[src/rtl/fir_core_arbiter.sv]
// fir_core_arbiter: round-robin scheduler sharing one ap_ctrl_hs FIR kernel among NUM_REQ requesters,
// with per-requester done/drop pulses, run latency capture and a sticky watchdog flag.
module fir_core_arbiter #(
    parameter int NUM_REQ = 4,
    parameter int LAT_W   = 16,
    parameter int TIMEOUT = 4096
) (
    input  logic                       clock,
    input  logic                       reset,
    input  logic [NUM_REQ-1:0]         req_start,
    output logic [NUM_REQ-1:0]         req_grant,
    output logic [NUM_REQ-1:0]         req_done,
    output logic [NUM_REQ-1:0]         req_drop,
    output logic                       core_ap_start,
    input  logic                       core_ap_ready,
    input  logic                       core_ap_done,
    input  logic                       core_ap_idle,
    output logic                       busy,
    output logic [$clog2(NUM_REQ)-1:0] grant_id,
    output logic [LAT_W-1:0]           last_latency,
    output logic                       err_timeout
);
    localparam int ID_W = $clog2(NUM_REQ);
    localparam logic [ID_W-1:0] LAST_ID = ID_W'(NUM_REQ - 1);
    localparam logic [LAT_W-1:0] LAT_TO = LAT_W'(TIMEOUT);
    typedef enum logic [1:0] {IDLE, START, RUN, DONE} state_t;
    state_t state, state_n;
    logic [NUM_REQ-1:0] pending, take;
    logic [ID_W-1:0] rr_ptr, sel, cand;
    logic found, grab, active, finish;
    logic [LAT_W-1:0] lat_cnt, lat_inc;
    int idx;

    // Descending scan so the candidate closest to rr_ptr is written last and wins.
    always_comb begin
        sel = '0;
        found = 1'b0;
        idx = 0;
        cand = '0;
        for (int k = NUM_REQ - 1; k >= 0; k--) begin
            idx = int'(rr_ptr) + k;
            cand = ID_W'(idx >= NUM_REQ ? idx - NUM_REQ : idx);
            if (pending[cand]) begin
                sel = cand;
                found = 1'b1;
            end
        end
    end

    assign grab = state == IDLE && found && core_ap_idle;
    assign take = grab ? NUM_REQ'(1) << sel : '0;
    assign active = state == START || state == RUN;
    assign finish = active && state_n == DONE;
    assign lat_inc = &lat_cnt ? lat_cnt : lat_cnt + LAT_W'(1);

    always_comb begin
        state_n = state;
        case (state)
            IDLE:    state_n = grab ? START : IDLE;
            START:   state_n = core_ap_ready ? (core_ap_done ? DONE : RUN) : START;
            RUN:     state_n = core_ap_done ? DONE : RUN;
            default: state_n = IDLE;
        endcase
    end

    always_ff @(posedge clock) begin
        if (reset) begin
            state <= IDLE;
            pending <= '0;
            rr_ptr <= '0;
            req_grant <= '0;
            req_done <= '0;
            req_drop <= '0;
            core_ap_start <= 1'b0;
            busy <= 1'b0;
            grant_id <= '0;
            last_latency <= '0;
            err_timeout <= 1'b0;
            lat_cnt <= '0;
        end else begin
            state <= state_n;
            pending <= (pending & ~take) | req_start;
            req_drop <= req_start & pending & ~take;
            req_done <= finish ? req_grant : '0;
            core_ap_start <= state_n == START;
            busy <= state_n != IDLE;
            req_grant <= grab ? take : (state_n == IDLE ? '0 : req_grant);
            lat_cnt <= grab ? '0 : (active ? lat_inc : lat_cnt);
            if (grab)
                grant_id <= sel;
            // Latency includes the ap_done cycle, so capture the incremented value.
            if (finish) begin
                last_latency <= lat_inc;
                rr_ptr <= grant_id == LAST_ID ? '0 : grant_id + ID_W'(1);
            end
            if (active && lat_cnt == LAT_TO)
                err_timeout <= 1'b1;
        end
    end
endmodule

[config.mk]
export PLATFORM = sky130hd
export DESIGN_NAME = fir_core_arbiter
export DESIGN_NICKNAME = d
export VERILOG_FILES = /design/src/rtl/fir_core_arbiter.sv
export SDC_FILE = /design/constraint.sdc
export NUM_CORES = 1
export LEC_CHECK = 0
export CAP_MARGIN = 0
export CORE_ASPECT_RATIO = 2
export CORE_MARGIN = 1.5
export CORE_UTILIZATION = 53
export CTS_CLUSTER_DIAMETER = 120
export DETAILED_ROUTE_END_ITERATION = 16
export PLACE_DENSITY = 0.79
export SETUP_SLACK_MARGIN = 0.2
export SLEW_MARGIN = 20
export SYNTH_ARGS = -nofsm -noshare
export SYNTH_HDL_FRONTEND = slang
export SYNTH_SLANG_ARGS = --single-unit
[constraint.sdc]
create_clock -name clock -period 2.6 [get_ports clock]
set_clock_uncertainty 0.2 [all_clocks]
set_input_delay 0.52 -clock clock [delete_from_list [all_inputs] [get_ports clock]]
set_output_delay 0.52 -clock clock [all_outputs]
set_load 0.005 [all_outputs]
== Yosys cells after proc, flatten, opt, wreduce, memory -nomap -nowiden ==
Index checks and enable logic that the tools add are counted.
Word-level totals
  register bits: 57
  output and inout bits: 33
  logic and storage cells: 83
Operators by class
  $add $sub $neg: 9
  magnitude comparators: 8
  equal/unequal tests: 6
  shift operators: 1
  mux-type cells: 29
  bitwise logic cells: 6
  reduce and logical (&&, ||, !) cells: 12
Operators with widths (count)
  $mux 2: 10
  $add 16x1->16 const B: 1
  $eq 16x13->1 const B: 1
  $mux 16: 1
  $reduce_and 16->1: 1
  $and 4x4->4: 3
  $lt 2x3->1 const B: 4
  $mux 4: 3
  $mux 1: 10
  $ge 3x3->1 const B: 3
  $bmux 1 s2: 4
  $sub 2x1->2 const B: 4
  $add 2x2->3 const B: 2
  $eq 2x2->1 const B: 3
  $pmux 2 s3: 1
  $eq 2x1->1 const B: 2
  $logic_and 1x1->1: 4
  $logic_not 2->1: 2
  $not 4->4: 1
  $or 4x4->4: 1
  $reduce_bool 2->1: 2
  $reduce_or 2->1: 2
  $shl 1x2->4 const A: 1
  $add 2x1->3 const B: 1
  other kinds (4): 4

== Logic depth before layout (Yosys ltp) ==
  depth after elaboration: 17
  mapped depth: 9
  gate-level depth less buffers: 7

== Least setup slack after synthesis ==
No wires, ideal clock.
  path kind: reg2reg
  start point: register state[0]
  end point: register lat_cnt[11]
  setup time: 0.128 ns
  arrival time: 1.593 ns
  data required time: 2.272 ns
  slack: 0.680 ns
  cell stages (with the launch flop): 8
  period minus slack after synthesis: 1.920 ns
  cells stage by stage: dfxtp_1 -> inv_1 -> ha_1 -> clkbuf_1 -> clkbuf_1 -> nand4_1 -> xor2_1 -> nor2_1
Between the ends
  elaborated cells on any way between the ends: 7
RTL lines
  start, declared: line 27  | state_t state, state_n;
  start signal, assigned: line 81  | state <= state_n;
  $eq 2x1->1 / $eq 2x2->1 (equally long branches): line 52  | assign active = state == START || state == RUN;
  $logic_or 1x1->1 (*): line 52
  net active: line 30  | logic found, grab, active, finish;
  end signal, assigned: line 88  | lat_cnt <= grab ? '0 : (active ? lat_inc : lat_cnt);
  end, declared: line 31  | logic [LAT_W-1:0] lat_cnt, lat_inc;
The timed path passes the listed nets; every way through them passes the cells marked *.
A chain may end at the register's enable or synchronous reset.

== Worst setup path after layout ==
  start point: register lat_cnt[1]
  end point: register lat_cnt[15]
Between the ends
  cells in the longest elaborated chain, start to end: 2
  elaborated cells on any way between the ends: 3
Ends and longest elaborated chain
  $add 16x1->16 / $reduce_and 16->1 (equally long branches): line 54  | assign lat_inc = &lat_cnt ? lat_cnt : lat_cnt + LAT_W'(1);
  $mux 16 (*): line 54
Mark *: on every way between the ends. The rest lies on a longest branch, timed or not.

==> metrics.txt <==
postcts setup bufs=0; CP Launch Type=flop; fraction of registers with async set/reset=0%; antenna violations before repair=0; synth unique cells=52; pre-CTS setup slack=185 ps; P per Cell Area=660 mW/mm²; Hold Path Class=flop to flop; Final Cycle Share=86.7%; Clock Latency Late Sink=340 ps; CTS tree=done; final hold viol count=0; CP max-delay cell=dfxtp_1; core outline area=0.00486 mm²; htree depth=3; FP Rows=36; Hold WS=260 ps; final net count=361; Initial Util=55.1%; CTS max path bufs=2; routed vias=2365; hold-fix buffers at CTS=0; Cells after Synth=306; ys flop type=dfxtp_1; Leak=1.26 nW; setup TNS=0 ps; top post-synthesis cells by area=dfxtp_1 43%, xor2_1 5.6%, nor2_1 4.9%; syn_nets=322; routability cong.=0.908; status=completed; Core Util, Final=69.0%; first-pass GRT wire length=10000 µm; post-DR wirelength/cell=15.1 µm; Worst EP required=2640 ps; Ant. Diodes=0; Worst Max-Slew Pin Slew=471 ps; Worst slew margin=68.6%; share of the synthesized area in the top cell type=42.5%; Via density=5.81; largest net degree at the start of global routing=39; VDD IR max=0.538 mV; share of cells above drive strength 1=8.57%; ANT nets after route=0; Initial DRT Pass Iterations=5; DIE AREA=0.00552 mm²; met3 Track Usage GR=5.76%; Area growth, synth to finish=25.1%; MaxCap Viol Count=0; CP Capture Type=flop; fin. max-slew vios=0; RSZ-0062 raised after global routing=no; IO Port Bufs=41; Total Power Consumption=2.22 mW; root buffer cell=clkbuf_8; critical path class=flop to flop; final count of negative-setup-slack endpoints=0; total CTS buffers=9; fin crit period=2250 ps; DIE HEIGHT=104 µm; gr busiest metal=met2; number of synthesized flops with an enable pin=0; met2 Use GR=40.8%; Synth Area per Inst=8.77 µm²; number of global-route vias before repair=2290; cell area after synthesis=0.00268 mm²; cts repair resizes=0; crit-path max FO=12; Yosys reg bits=57; CP max stage delay=400 ps; clock sink count=57; Reg clk slew, reported paths=60 ps; crit path DAT=2300 ps; worst setup margin=346 ps; post-synthesis sequential area ratio=42.5%; HPWL Detailed=4390 µm; Die X=53.3 µm; gr ovfl total=0; Tot GR Track Use=24.2%; Max Freq=444 MHz; GR Layer Usage met1=25.7%; I/O pin count=42; area leader, netlist=dfxtp_1; initial DRC count=74; CP Cell Sequence=ha_1 -> and3_1 -> nand2_1 -> nor2_1 -> inv_1 -> a311oi_1; Remaining DRCs=0; Total Routed Length=6160 µm; Syn. warnings=0
metrics by stage:
step                instances  cell area (µm²)
floorplan                 306             2680
global route              407             3360
CTS                       407             3360
global placement          391             3100
detailed placement        391             3100
finish                    407             3360
flip-flops by register name (all words and copies together), names as in the netlist:
name           cells
busy               1
pending            4
core_ap_start      1
req_drop           4
grant_id           2
rr_ptr             2
req_grant          4
lat_cnt           16
last_latency      16
err_timeout        1
req_done           4
state              2
cells in the mapped netlist, types with 2 or more instances:
cell and count:
a211oi_1 8, a21boi_0 2, a21oi_1 20, a311oi_1 3, a31oi_1 3, and2_1 2, and3_1 10, and4_1 2
and4b_1 2, buf_2 7, buf_6 4, clkbuf_1 8, dfxtp_1 57, ha_1 7, inv_1 16, mux2i_1 5
nand2_1 18, nand3_1 7, nand3b_1 2, nand4_1 6, nor2_1 35, nor2b_1 2, nor3_1 8, nor4_1 2
nor4b_1 2, o2111ai_1 2, o211ai_1 5, o21a_1 2, o21ai_0 13, o21bai_1 3, o22ai_1 3, o32ai_1 3
xnor2_1 2, xor2_1 17
critical path, delay by kind of cell, from the launching register on:
kind / cells / cell delay (ps)
AOI/OAI and AO/OA: 1 / 270
adders and majority gates: 1 / 260
and+or+nand+nor: 3 / 930
buffers and inverters: 1 / 90
DFF: 1 / 400
layout by cell type (no fill, tap or decap), types with 10 or more instances in the layout:
cell and n:
dfxtp_1 57, clkdlybuf4s50_1 41, nor2_1 35, a21oi_1 20
nand2_1 18, xor2_1 17, inv_1 16, o21ai_0 13
clkbuf_8 11, and3_1 10
area by class of cell:
type | count | area [µm²]
Inverter | 16 | 60.1
Clock buffer | 12 | 155
Clock inverter | 4 | 98.8
Multi-Input combinational cell | 212 | 1360
Tap cell | 57 | 71.3
Timing Repair Buffer | 49 | 470
Sequential cell | 57 | 1140
Fill cell | 407 | 1510
path summary, 6_finish.rpt:
| check | startpoint | end | slack, ps | depth (start not counted) |
|---|---|---|---|---|
| worst min register to register | last_latency[6] | last_latency[6] | 260 | 2 |
| worst min-delay path | last_latency[6] | last_latency[6] | 260 | 2 |
| worst max register to register | lat_cnt[1] | lat_cnt[15] | 350 | 6 |
| worst max-delay path | lat_cnt[1] | lat_cnt[15] | 350 | 6 |
per-layer routing:
metal	vias to the layer above	share of wire, %	routed length (µm)
li1	1163	-	-
met3	21	4.3	263
met2	75	54	3340
met4	0	4.2	257
met1	1106	37	2300
met5	-	0	0
kinds of logic (layout without fill, tap and decap cells):
group | after synthesis | in the layout | synth area share [%]
simple gates | 108 | 108 | 21.7
fa+ha+maj | 7 | 7 | 3.26
mux | 5 | 5 | 1.87
xor+xnor | 19 | 19 | 6.20
compound gates | 73 | 73 | 17.6
buf+inv | 37 | 81 | 6.81
flops | 57 | 57 | 42.5
report_power, final:
part / internal, mW / total [mW] / leakage, nW / switching, mW
Clock: 0.691 / 1.04 / 0.127 / 0.347
Combinational: 0.115 / 0.243 / 0.670 / 0.128
Sequential: 0.906 / 0.935 / 0.462 / 0.0289
(Power assumes the default switching activity.)
